### src/rtl/pattern_loader.sv
// Purpose: loads a BUFFER_SIZE-byte frame from a host byte stream into the pattern
//          buffer scan chain (MSB-first) while returning the displaced contents.
// Latency: per byte 1 accept cycle + BUFFER_WIDTH shift cycles + >=1 readback cycle.
// Backpressure: in_ready only in WAIT_IN; a stalled out_ready parks in WAIT_OUT with
//               ssel low, so the buffer holds its contents indefinitely.
//
// Ports:
//   clk, rst_n          clock (shared with the pattern buffer), async active-low reset
//   start               one-cycle frame start, honoured only when idle
//   in_data/valid/ready host byte input (in_ready is the only combinational output)
//   out_data/valid/ready readback byte output (previous buffer contents)
//   ssel, sin, sout     scan-chain shift enable, serial in, serial out (pre-shift value)
//   busy, done          frame in progress / one-cycle frame completion pulse
module pattern_loader #(
  parameter int BUFFER_SIZE  = 22,   // bytes per frame, equals buffer depth
  parameter int BUFFER_WIDTH = 8,    // bits per byte, must be >= 2
  parameter bit READBACK     = 1'b1  // 0: no readback handshake, out_valid stays 0
) (
  input  logic                    clk,
  input  logic                    rst_n,
  input  logic                    start,
  input  logic [BUFFER_WIDTH-1:0] in_data,
  input  logic                    in_valid,
  output logic                    in_ready,
  output logic [BUFFER_WIDTH-1:0] out_data,
  output logic                    out_valid,
  input  logic                    out_ready,
  output logic                    ssel,
  output logic                    sin,
  input  logic                    sout,
  output logic                    busy,
  output logic                    done
);

  localparam int W       = BUFFER_WIDTH;
  localparam int BYTE_CW = (BUFFER_SIZE > 1) ? $clog2(BUFFER_SIZE) : 1;
  localparam int BIT_CW  = (BUFFER_WIDTH > 1) ? $clog2(BUFFER_WIDTH) : 1;

  localparam logic [BYTE_CW-1:0] LAST_BYTE = BYTE_CW'(BUFFER_SIZE - 1);
  localparam logic [BIT_CW-1:0]  LAST_BIT  = BIT_CW'(BUFFER_WIDTH - 1);

  typedef enum logic [1:0] {
    IDLE     = 2'd0,
    WAIT_IN  = 2'd1,
    SHIFT    = 2'd2,
    WAIT_OUT = 2'd3
  } state_t;

  state_t              state_q,     state_d;
  logic [BYTE_CW-1:0]  byte_cnt_q,  byte_cnt_d;
  logic [BIT_CW-1:0]   bit_cnt_q,   bit_cnt_d;
  // The MSB leaves on sin at accept time, so only the remaining W-1 bits are kept.
  logic [W-2:0]        shreg_q,     shreg_d;
  // Capture holds the W-1 readback bits gathered before the final shift edge.
  logic [W-2:0]        cap_q,       cap_d;
  logic                ssel_q,      ssel_d;
  logic                sin_q,       sin_d;
  logic [W-1:0]        out_data_q,  out_data_d;
  logic                out_valid_q, out_valid_d;
  logic                busy_q,      busy_d;
  logic                done_q,      done_d;

  logic [W-1:0]        cap_next;
  logic                end_of_byte;

  // sout is sampled on the same edge at which the buffer shifts, so this is the
  // bit about to fall off the end of the chain.
  assign cap_next = {cap_q, sout};

  always_comb begin
    state_d     = state_q;
    byte_cnt_d  = byte_cnt_q;
    bit_cnt_d   = bit_cnt_q;
    shreg_d     = shreg_q;
    cap_d       = cap_q;
    ssel_d      = ssel_q;
    sin_d       = sin_q;
    out_data_d  = out_data_q;
    out_valid_d = out_valid_q;
    busy_d      = busy_q;
    done_d      = 1'b0;
    end_of_byte = 1'b0;

    case (state_q)
      IDLE: begin
        if (start) begin
          busy_d     = 1'b1;
          byte_cnt_d = '0;
          state_d    = WAIT_IN;
        end
      end

      WAIT_IN: begin
        // in_ready is exactly this state, so in_valid alone completes the handshake.
        if (in_valid) begin
          shreg_d   = in_data[W-2:0];
          ssel_d    = 1'b1;
          sin_d     = in_data[W-1];
          bit_cnt_d = '0;
          state_d   = SHIFT;
        end
      end

      SHIFT: begin
        cap_d = cap_next[W-2:0];
        if (bit_cnt_q != LAST_BIT) begin
          sin_d     = shreg_q[W-2];
          shreg_d   = shreg_q << 1;
          bit_cnt_d = bit_cnt_q + 1'b1;
        end else begin
          // This edge performs the W-th shift; dropping ssel here caps the
          // enable at exactly W cycles.
          ssel_d     = 1'b0;
          sin_d      = 1'b0;
          out_data_d = cap_next;
          if (READBACK) begin
            out_valid_d = 1'b1;
            state_d     = WAIT_OUT;
          end else begin
            end_of_byte = 1'b1;
          end
        end
      end

      WAIT_OUT: begin
        if (out_valid_q && out_ready) begin
          out_valid_d = 1'b0;
          end_of_byte = 1'b1;
        end
      end

      default: state_d = IDLE;
    endcase

    if (end_of_byte) begin
      if (byte_cnt_q == LAST_BYTE) begin
        done_d  = 1'b1;
        busy_d  = 1'b0;
        state_d = IDLE;
      end else begin
        byte_cnt_d = byte_cnt_q + 1'b1;
        state_d    = WAIT_IN;
      end
    end
  end

  always_ff @(posedge clk or negedge rst_n) begin
    if (!rst_n) begin
      state_q     <= IDLE;
      byte_cnt_q  <= '0;
      bit_cnt_q   <= '0;
      shreg_q     <= '0;
      cap_q       <= '0;
      ssel_q      <= 1'b0;
      sin_q       <= 1'b0;
      out_data_q  <= '0;
      out_valid_q <= 1'b0;
      busy_q      <= 1'b0;
      done_q      <= 1'b0;
    end else begin
      state_q     <= state_d;
      byte_cnt_q  <= byte_cnt_d;
      bit_cnt_q   <= bit_cnt_d;
      shreg_q     <= shreg_d;
      cap_q       <= cap_d;
      ssel_q      <= ssel_d;
      sin_q       <= sin_d;
      out_data_q  <= out_data_d;
      out_valid_q <= out_valid_d;
      busy_q      <= busy_d;
      done_q      <= done_d;
    end
  end

  assign in_ready  = (state_q == WAIT_IN);
  assign ssel      = ssel_q;
  assign sin       = sin_q;
  assign out_data  = out_data_q;
  assign out_valid = out_valid_q;
  assign busy      = busy_q;
  assign done      = done_q;

endmodule

### config.mk
export PLATFORM = sky130hd
export DESIGN_NAME = pattern_loader
export DESIGN_NICKNAME = d
export VERILOG_FILES = /design/src/rtl/pattern_loader.sv
export SDC_FILE = /design/constraint.sdc
export NUM_CORES = 1
export LEC_CHECK = 0
export CAP_MARGIN = 15
export CELL_PAD_IN_SITES_DETAIL_PLACEMENT = 1
export CELL_PAD_IN_SITES_GLOBAL_PLACEMENT = 2
export CORE_ASPECT_RATIO = 0.8
export CORE_UTILIZATION = 31
export CTS_CLUSTER_DIAMETER = 30
export DETAILED_ROUTE_END_ITERATION = 12
export PLACE_DENSITY = 0.77
export SETUP_SLACK_MARGIN = 0.05
export SYNTH_ARGS = -nofsm -noshare
export SYNTH_HDL_FRONTEND = slang
export SYNTH_SLANG_ARGS = --single-unit
### constraint.sdc
create_clock -name clk -period 1.7 [get_ports clk]
set_input_delay 0.17 -clock clk [delete_from_list [all_inputs] [get_ports clk]]
set_output_delay 0.17 -clock clk [all_outputs]
set_load 0.01 [all_outputs]
* Word-level counts from Yosys, hierarchy flattened
Cells that the tools add are included. W data, S select, Z words.
Operators by class: $lt $le $gt $ge 0, multipliers 0, bitwise logic cells 1, equal/unequal tests 12, multiplexer cells 33, reductions and logical operators 11, add/sub/neg operators 2, div/mod/pow operators 0, shift-type cells 0
Operators with widths (number):
- $mux W5 | 4
- $mux W1 | 15
- $mux W7 | 2
- $pmux W7 S2 | 1
- $ne A3 B3 Y1 const B | 3
- $reduce_and A3 Y1 | 3
- $mux W2 | 4
- $ne A2 B2 Y1 const B | 4
- $mux W3 | 2
- $pmux W1 S2 | 3
- $pmux W2 S3 | 1
- $pmux W3 S2 | 1
- $add A5 B1 Y5 const B | 1
- $eq A5 B5 Y1 const B | 1
- $eq A2 B2 Y1 const B | 2
- $reduce_and A2 Y1 | 2
- $reduce_and A4 Y1 | 1
- $reduce_bool A2 Y1 | 2
- $reduce_bool A4 Y1 | 1
- $add A3 B1 Y3 const B | 1
- $ne A3 B2 Y1 const B | 1
- $eq A2 B1 Y1 const B | 1
- $logic_not A2 Y1 | 1
- $logic_and A1 B1 Y1 | 1
- $not A1 Y1 | 1
Storage, ports and cells: memories 0, bits in writable memories 0, logic and storage cells 70, bits of input ports 14, memory bits (read-only) 0, latch bits 0, output and inout port bits 14, register bits 37

* Logic depth before layout (Yosys ltp)
Gate-level depths: netlist of run 1.
word-level depth 5, mapped depth 8, depth with buffers taken out 6

* Least setup slack after synthesis of run 1
Ideal clock, no wire load.
kind flip-flop to flip-flop, start point register bit_cnt_q[0], end point register state_q[0], data arrival time 1.511 ns, data required time 1.575 ns, stages on the path, launching flop included 7, path slack 0.064 ns, clock period less this slack 1.636 ns, library setup time 0.125 ns, path buffers 0, cell sequence dfrtp_1 ha_1 ha_1 nor2b_2 o21ai_1 nand2_2 mux2_4
On the way: word-level cells in the longest chain between the ends 3
RTL lines:
- from (decl) | line 51 | logic [BIT_CW-1:0] bit_cnt_q, bit_cnt_d;
- from (signal assigned) | line 163 | bit_cnt_q <= bit_cnt_d;
- $ne A3 B3 Y1 | line 106 | if (bit_cnt_q != LAST_BIT) begin
- $ne A3 B3 Y1 (no source line)
- $reduce_and A4 Y1 (no source line)
- to (signal assigned) | line 161 | state_q <= state_d;
- to (decl) | line 49 | state_t state_q, state_d;
No other way between the ends. A chain may end at the register's enable or synchronous reset.

* Worst setup path after layout of run 1
start point register state_q[0], end point register state_q[0]
On the way: word-level cells in the longest chain between the ends 4, elaborated cells between the ends (all ways) 12, classes of those cells eq/ne: 6; mux: 3; reduce/logical: 3
RTL lines:
- $eq A2 B2 Y1 | line 84 | case (state_q)
- $mux W1
- $ne A3 B3 Y1 (no source line), or another cell as far along
- $reduce_and A4 Y1 (no source line)
Parallel ways exist; a longest one is shown, timed or not.

==> impl_metrics.env, run 1 <==
export IMPL_status="finished, final reports clean"
export IMPL_die_area_um2=6280
export IMPL_worst_setup_path_start_kind="register"
export IMPL_final_nets=233
export IMPL_async_reset_ff_share_pct=100
export IMPL_slew_headroom_pct=70.6
export IMPL_fin_crit_sh_pct=94.4
export IMPL_cts_buffers=5
export IMPL_io_pins=28
export IMPL_finClkSkew_ns=0.00807
export IMPL_maxCapViolations=0
export IMPL_hold_viol_final=0
export IMPL_antenna_left=0
export IMPL_yosys_register_bits=37
export IMPL_clk_latency_ns=0.30
export IMPL_overflow=0
export IMPL_yosys_top_cells_area="dfrtp_1 50%, mux2_2 9.7%, ha_1 6.8%, mux2i_1 4.3%, a21oi_1 3.0%"
export IMPL_vias=1409
export IMPL_worstHoldPathType="primary input to asynchronous set/reset pin"
export IMPL_drt_iter0_markers=47
export IMPL_die_y_um=71.1
export IMPL_ys_seq_area_share_pct=50.0
export IMPL_wl_per_cell_um=15.9
export IMPL_rows=24
export IMPL_synth_largest_area_cell="dfrtp_1"
export IMPL_p_leak_nw=1.10
export IMPL_cts_clk_slew_worst_paths_ns=0.08
export IMPL_post_route_util_pct=44.9
export IMPL_synth_top_cell_area_share_pct=50.0
export IMPL_synth_cell_types=35
export IMPL_netlist_area_um2=1850
export IMPL_drive_above_1_share_pct=27.6
export IMPL_coreArea_um2=5590
export IMPL_worstSetupEndpointType="register"
export IMPL_routed_wirelength_um=4580
export IMPL_die_x_um=88.4
export IMPL_ys_flop_type="dfrtp_1"
export IMPL_finalMaxSlewViolations=0
export IMPL_syn_inst=162
export IMPL_fmax_mhz=623
export IMPL_hpwl_um=3400
export IMPL_grt_use_total_pct=16.6
export IMPL_numClockSinks=37
export IMPL_synth_net_count=186
export IMPL_dr_pass1_iters=4
export IMPL_start_util_pct=33.1
export IMPL_final_cell_mix="36 x dfrtp_1, 25 x clkdlybuf4s50_1, 16 x mux2_2"
export IMPL_cp_required_ns=1.88
export IMPL_worstMarginPinSlew_ns=0.442
export IMPL_crit_arrival_ns=1.78
export IMPL_power_density_nw_per_um2=1600
export IMPL_clk_path_buf_depth=2
export IMPL_routed_via_density=4.89
export IMPL_gp_congestion=0.728
export IMPL_synth_edf_count=0
export IMPL_antenna_found_initial=0
export IMPL_ys_warn_count=0
export IMPL_grt_max_degree=20
export IMPL_ctsHtreeMaxLevel=2
export IMPL_cts_root_buffer="clkbuf_8"
export IMPL_fin_crit_ns=1.60
export IMPL_cts_tree="built"
export IMPL_num_antenna_cells=0
export IMPL_critPathKind="register to register"
export IMPL_grt_pass1_wl_um=7820
export IMPL_path_max_fanout=6
export IMPL_finalSetupViolations=0
export IMPL_n_fill_cell=638
export IMPL_finalPower_mw=4.01
export IMPL_postSynthAreaPerCell_um2=11.4
export IMPL_io_buffers=27
export IMPL_area_delta_synth_final_pct=35.6
export IMPL_route_detailed_drc=0
export IMPL_rsz0062_at_grt="yes"
export IMPL_grt_pass1_vias=1577
export IMPL_vdd_ir_drop_max_mv=0.576
export IMPL_layout_commonest_cell="dfrtp_1"
==> sequential cells by signal, indices dropped and copies added (netlist names) <==
signal and cells:
byte_cnt_q 5, busy 1, state_q 2, out_valid 1
ssel 1, bit_cnt_q 3, out_data 8, shreg_q 7
done 1, cap_q 7, sin 1
==> through the flow <==
stage	cells	setup slack [ns]	area (um^2)	TNS (ns)	hold slack [ns]
after global routing	288	-0.0207	2510	-0.0207	0.402
final	288	0.0954	2510	0	0.357
after floorplan	162	0.0640	1850	0	-0.126
after CTS	282	0.0540	2450	0	0.358
after detailed placement	272	-0.0471	2290	-0.159	0.138
after global placement	272	0.0807	2290	0	0.134
==> path summary, 6_finish.rpt <==
kind | startpoint | end | slack [ns] | cells past startpoint
setup / recovery | state_q[0]$_DFFE_PN0P_ | state_q[0]$_DFFE_PN0P_ | 0.1 | 5
setup reg to reg | state_q[0]$_DFFE_PN0P_ | state_q[0]$_DFFE_PN0P_ | 0.1 | 5
max in group asynchronous | rst_n | state_q[0]$_DFFE_PN0P_ | 0.87 | 3
hold / removal | rst_n | out_data[3]$_DFFE_PN0P_ | 0.36 | 2
hold reg to reg | busy$_DFF_PN0_ | busy$_DFF_PN0_ | 0.50 | 1
min in group clk | busy$_DFF_PN0_ | busy$_DFF_PN0_ | 0.50 | 1
==> report_power, final <==
group | switching (mW) | total, mW | internal (mW)
sequential | 0.224 | 1.41 | 1.19
combinational | 0.874 | 1.82 | 0.944
clock | 0.335 | 0.776 | 0.441
total | 1.43 | 4.01 | 2.57
==> layout make-up <==
| cell class | instances | area [um^2] | share of cell area (%) |
|---|---|---|---|
| clock buffers | 6 | 72.6 | 2.89 |
| clock inverters | 2 | 38.8 | 1.55 |
| inverters | 7 | 30.0 | 1.20 |
| multi-input cells | 113 | 903 | 36.0 |
| flip-flops and latches | 37 | 927 | 37.0 |
| well taps | 78 | 97.6 | 3.89 |
| repair buffers | 45 | 439 | 17.5 |
==> repair_timing <==
| action | in CTS | in global routing |
|---|---|---|
| gates resized for setup | 8 | 5 |
| hold endpoints to repair | 18 | 0 |
| hold buffers | 1 | 0 |
| buffers inserted | 1 | 6 |
| endpoints found under the setup margin | 21 | 15 |
==> critical path: stages, from the launching register on <==
cell,delay (ns)
dfrtp_2,0.46
ha_1,0.29
and2b_4,0.22
o21ai_2,0.14
nand2_2,0.09
mux2_4,0.30
==> synth_stat cells (3+ instances only) <==
master / count
a21oi_1: 11
o221ai_1: 3
mux2_2: 16
nand2_1: 9
nand3_1: 7
mux2i_1: 8
dfrtp_1: 37
ha_1: 10
o21ai_0: 7
nor2_1: 8
a22oi_1: 5
buf_4: 3
inv_1: 7
==> cells by family (layout without fill, tap and decap cells) <==
| group | count (synthesis) | after routing | share of synthesized area [%] |
|---|---|---|---|
| buffers and inverters | 12 | 60 | 3.18 |
| adders and majority gates | 10 | 10 | 6.76 |
| DFF | 37 | 37 | 50.0 |
| and+or+nand+nor | 39 | 39 | 10.8 |
| muxes | 26 | 26 | 15.7 |
| AOI/OAI and AO/OA | 38 | 38 | 13.5 |
==> layer usage <==
metal / global-route usage, % / vias up / wire length (um)
met5: 0 / - / 0
met4: 6.81 / 0 / 80
met3: 3.85 / 7 / 105
met2: 26.4 / 19 / 2220
met1: 21.8 / 708 / 2170
li1: - / 675 / -
Power figures use the tool's default switching activity.
==> run 2: changes to the inputs <==
- ABC_AREA: unset -> 1
- CORE_UTILIZATION: 31 -> 34
- PLACE_DENSITY: 0.77 -> unset
- PLACE_DENSITY_LB_ADDON: unset -> 0.1
- clock period: 1.7 -> 1.98 ns (I/O delays scaled with it)
==> impl_metrics.env, run 2 <==
export IMPL_status="finished, final reports clean"
export IMPL_slew_headroom_pct=44.4
export IMPL_worstHoldPathType="primary input to asynchronous set/reset pin"
export IMPL_fmax_mhz=554
export IMPL_syn_inst=210
export IMPL_critical_path_cell_chain="inv_1 -> ha_2 -> clkdlybuf4s50_1"
export IMPL_ff_latch_area_um2=926
export IMPL_post_place_ws_ns=0.223
export IMPL_synth_compound_area_share_pct=14.0
export IMPL_finalSetupViolations=0
export IMPL_area_delta_synth_final_pct=22.5
export IMPL_worstSetupEndpointType="primary output"
export IMPL_yosysMostFrequentCell="nand2_1"
export IMPL_clk_path_buf_depth=2
export IMPL_rr_endpoint="shreg_q[4]$_DFFE_PN0P_"
export IMPL_die_area_um2=5640
export IMPL_maxCapViolations=0
export IMPL_post_route_util_pct=43.9
export IMPL_rr_startpoint="state_q[0]$_DFFE_PN0P_"
export IMPL_n_fill_cell=623
export IMPL_numClockSinks=37
export IMPL_yosys_register_bits=37
export IMPL_synth_net_count=234
export IMPL_setup_slack_ns=0.174
export IMPL_grt_pass1_wl_um=7210
export IMPL_critPathSlowestCell="clkdlybuf4s50_1"
export IMPL_layout_commonest_cell="nand2_1"
export IMPL_cts_hold_buffers=0
export IMPL_grt_use_total_pct=16.6
export IMPL_critPathKind="register to primary output"
export IMPL_synth_fa_ha_area_share_pct=6.89
export IMPL_final_cell_mix="65 x nand2_1, 37 x dfrtp_1, 30 x o21ai_0"
export IMPL_start_util_pct=35.9
export IMPL_routed_wirelength_um=4140
export IMPL_vias=1435
export IMPL_synth_top_family_by_area="simple AND/OR/NAND/NOR gates"
export IMPL_synth_simple_area_share_pct=18.7
export IMPL_grt_max_degree=38
export IMPL_io_buffers=27
export IMPL_clk_latency_ns=0.29
export IMPL_die_x_um=83.7
export IMPL_ctsHtreeMaxLevel=2
export IMPL_p_leak_nw=1.10
export IMPL_route_detailed_drc=0
export IMPL_yosys_top_cells_area="dfrtp_1 51%, nand2_1 13%, o21ai_0 8.3%, ha_1 6.9%, inv_1 6.0%"
export IMPL_drive_above_1_share_pct=8.64
export IMPL_worstMarginPinSlew_ns=0.833
export IMPL_dr_pass1_iters=4
export IMPL_finalMaxSlewViolations=0
export IMPL_hpwl_um=2990
export IMPL_cts_buffers=5
export IMPL_cts_clk_slew_worst_paths_ns=0.07
export IMPL_synth_largest_area_cell="dfrtp_1"
export IMPL_rows=23
export IMPL_cts_root_buffer="clkbuf_8"
export IMPL_finClkSkew_ns=0.00398
export IMPL_die_y_um=67.4
export IMPL_ys_seq_area_share_pct=51.0
export IMPL_path_max_fanout=5
export IMPL_synth_mux_area_share_pct=0
export IMPL_r2r_slack_ns=0.20
export IMPL_crit_arrival_ns=1.61
export IMPL_synthXorXnorAreaFrac_pct=0.964
export IMPL_gp_congestion=0.798
export IMPL_reg2reg_depth=7
export IMPL_multiInputGateArea_um2=739
export IMPL_grt_pass1_vias=1565
export IMPL_async_reset_ff_share_pct=100
export IMPL_worstSetupEndpoint="in_ready"
export IMPL_coreArea_um2=5060
export IMPL_num_antenna_cells=0
export IMPL_fin_crit_ns=1.81
export IMPL_worstSetupStartpoint="state_q[1]$_DFFE_PN0P_"
export IMPL_ys_warn_count=0
export IMPL_power_density_nw_per_um2=1240
export IMPL_antenna_found_initial=0
export IMPL_wl_per_cell_um=13.6
export IMPL_max_stage_delay_ns=0.55
export IMPL_antenna_left=0
export IMPL_fin_setup_tns_ns=0
export IMPL_vdd_ir_drop_max_mv=0.497
export IMPL_rsz0062_at_grt="no"
export IMPL_netlist_area_um2=1820
export IMPL_final_nets=266
export IMPL_synth_cell_types=22
export IMPL_routed_via_density=4.70
export IMPL_fin_crit_sh_pct=91.2
export IMPL_ys_flop_type="dfrtp_1"
export IMPL_synth_top_cell_area_share_pct=51.0
export IMPL_io_pins=28
export IMPL_cts_tree="built"
export IMPL_hold_viol_final=0
export IMPL_overflow=0
export IMPL_synthTopCellsByCount="65 x nand2_1, 37 x dfrtp_1, 30 x o21ai_0"
export IMPL_postSynthAreaPerCell_um2=8.65
export IMPL_synth_edf_count=0
export IMPL_largest_register_ffs=8
export IMPL_drt_iter0_markers=64
export IMPL_worst_setup_path_start_kind="register"
export IMPL_cp_required_ns=1.78
[run 2: routing by layer]
metal	GRT usage, %	up-vias	part of all wire [%]
met5	0	-	0
met4	5.72	0	1.3
met3	4.52	7	2.8
met2	27.5	22	46
met1	21.4	677	50
li1	-	729	-
[run 2: worst max-delay path, delay by kind of cell, from the launching register on]
kind	cells	cell delay, ns
fa+ha+maj	1	0.22
buf+inv	2	0.67
flops	1	0.43
[run 2: worst min path at each step]
stage	start	end	slack (ns)	cells past startpoint
2_1_floorplan	rst_n	bit_cnt_q[0]$_DFFE_PN0P_	-0.1	0
3_3_place_gp	rst_n	out_data[6]$_DFFE_PN0P_	0.33	1
3_5_place_dp	rst_n	out_data[7]$_DFFE_PN0P_	0.36	1
4_1_cts	rst_n	shreg_q[1]$_DFFE_PN0P_	0.04	1
5_1_grt	rst_n	shreg_q[1]$_DFFE_PN0P_	0.07	1
6_report	rst_n	out_data[7]$_DFFE_PN0P_	0.009	1
[run 2: final cells by class]
| cell class | count | share of cell area (%) |
|---|---|---|
| inverter | 30 | 5.17 |
| sequential | 37 | 41.6 |
| multi-input combinational | 138 | 33.2 |
| clock buffer | 8 | 3.60 |
| timing repair buffer | 30 | 12.9 |
| tap | 62 | 3.49 |
[run 2: per-stage QoR]
step,hold slack (ns),power (mW),std cells,area [um^2]
final,0.00854,2.77,305,2230
after global placement,0.334,2.22,297,2140
after CTS,0.0402,2.82,305,2220
after global routing,0.0725,3.04,305,2230
after detailed placement,0.360,2.28,297,2140
after floorplan,-0.0976,1.97,210,1820
[run 2: cells by family (layout without fill, tap and decap cells)]
| kind of cell | count (synthesis) | count (layout) |
|---|---|---|
| DFF | 37 | 37 |
| xor gates and xnor gates | 2 | 2 |
| adders and majority gates | 10 | 10 |
| AOI/OAI and AO/OA | 43 | 43 |
| buffers and inverters | 35 | 68 |
| and+or+nand+nor | 83 | 83 |
[run 2: repair_timing]
item | in CTS | in global routing
resized for setup | 0 | 1
setup buffers | 0 | 0
setup endpoints to repair | 0 | 1
[run 2: where the power goes]
group / internal (mW) / total (mW) / switching, mW
logic: 0.430 / 1.15 / 0.715
clock network: 0.250 / 0.514 / 0.263
registers: 0.972 / 1.11 / 0.137
total: 1.65 / 2.77 / 1.12
==> variant, RTL diff (config.mk and constraints of run 1) <==
One comparison of `byte_cnt_q` changes from == to >=.
--- a/src/rtl/pattern_loader.sv
+++ b/src/rtl/pattern_loader.sv
@@ -133,7 +133,7 @@
     endcase
 
     if (end_of_byte) begin
-      if (byte_cnt_q == LAST_BYTE) begin
+      if (byte_cnt_q >= LAST_BYTE) begin
         done_d  = 1'b1;
         busy_d  = 1'b0;
         state_d = IDLE;
Formal check against the unedited RTL: no difference found for any inputs over 10 cycles, from zero or initial values and one cycle with rst_n low; that may be too few to reach the edited logic, so the function may still have changed.
==> variant against run 1 <==
  * Core utilization is 2.9 points higher
  * Wire length rose by 1.1%
  * Area after synthesis down 1.7%
  * Cell area grew 5.9%
  * Power grew 5.1%
  * Worst setup slack worse by 66 ps
  * Sequential cell count did not move
  * Clock skew decreased by 2.3 ps
==> variant: results (changes against run 1) <==
| Metric | Value |
|---|---|
| Post-synthesis adder-cell area fraction | `5.50% (-1.3 points)` |
| Crit-path max cell delay | `410 ps (-50 ps)` |
| Met1 GRT Util | `19.0% (-2.8 points)` |
| Largest net degree at the start of global routing | `38 (+90%)` |
| DP HPWL | `2.97 mm (-13%)` |
| Non-clk buf share | `20.1% (+2.6 points)` |
| Met2 Use GR | `24.9% (-1.5 points)` |
| Reg2Reg Depth | `7 (+2)` |
| Pleak | `1.13 nW (+2.7%)` |
| Total track usage | `14.8% (-1.8 points)` |
| Post-synthesis mux area share | `14.9% (-0.76 points)` |
| Routed WL per cell | `15.6 um (-1.7%)` |
| Nonclk inv count | `6 (-1)` |
| Number of global-route vias before repair | `1,524 (-3.4%)` |
| Net count after synthesis | `180 (-3.2%)` |
| Area of the multi-input gates | `985 um2 (+9.0%)` |
| Met2 WL post-DR | `2.44 mm (+9.9%)` |
| Nets | `239 (+2.6%)` |
| Syn Area/Cell | `11.5 um2 (+0.80%)` |
| Nonclk buf count | `58 (+29%)` |
| Critical path's slowest cell | `dfrtp_1` |
| First-pass GRT wire length | `7.10 mm (-9.3%)` |
| Worst vdd ir | `0.000581 V (+0.85%)` |
| Post-Route M1 WL | `2.04 mm (-6.2%)` |
| Compound-Gate Fraction of Synth Area | `13.7% (+0.16 points)` |
| Layout cells sized above 1 | `36.7% (+9.1 points)` |
| Vias/cell | `4.86 (-0.63%)` |
| Postcts setup bufs | `0 (-1)` |
| Seq cells | `37 (unchanged)` |
| Xor-xnor portion of the synthesized cell area | `0.963% (+0.96 points)` |
| CLK BUF | `5 (-1)` |
| GR Util met3 | `2.84% (-1.0 points)` |
| Cell variety after synth | `36 (+2.9%)` |
| Detailed Route WL | `4.63 mm (+1.1%)` |
| Status | `completed` |
| CP max FO | `3 (-3)` |
| List of most frequent post-synthesis cells | `dfrtp_1, mux2_2, a21oi_1, nand2_1, nor2_1` |
| Fillers | `582 (-8.8%)` |
| Main flop type after synthesis | `dfrtp_1` |
| R2R setup slack | `30 ps (-70 ps)` |
| Initial antenna violation count | `0 (unchanged)` |
| Worst-margin pin slew | `462 ps (+20.3 ps)` |
| Skew final | `5.78 ps (-2.29 ps)` |
| Routability cong. | `0.722 (-0.82%)` |
| Multi-input gate count | `109 (-3.5%)` |
| Dominant cells by area after synthesis | `dfrtp_1, mux2_2, ha_1, mux2i_1, a21oi_1` |
| Post-CTS Resized | `10 (+2)` |
| Sequential cell area fraction in the yosys report | `50.9% (+0.86 points)` |
| Sequential cell area share | `34.9% (-2.1 points)` |
| DR WL met3 | `82 um (-22%)` |
| Clock-cell share | `3.39% (-1.0 points)` |
| Port bufs | `27 (unchanged)` |
variant: cell count changes after synthesis, sizes merged, moves of 2 or more:
cell,run 1,this run
a22oi,5,3
and3,2,0
ha,10,8
nor4,0,2
o21ai,9,7
xor2,0,2
variant: stage by stage:
stage | area [um2] | power (mW) | hold WS, ps | setup WS (ps) | setup TNS (ps)
5_1_grt | 2660 | 4.48 | 333 | -33.3 | -67.8
4_1_cts | 2390 | 3.58 | 317 | 3.28 | 0
2_1_floorplan | 1830 | 2.36 | -126 | 71.1 | 0
6_report | 2660 | 4.21 | 301 | 29.0 | 0
3_5_place_dp | 2280 | 2.90 | 491 | -91.8 | -664
3_3_place_gp | 2280 | 2.80 | 490 | 17.1 | 0
variant: where the power goes:
group,switching (mW),internal (mW),leakage (nW)
logic,1.01,1.20,0.625
registers,0.214,1.16,0.461
clock network,0.332,0.291,0.0445
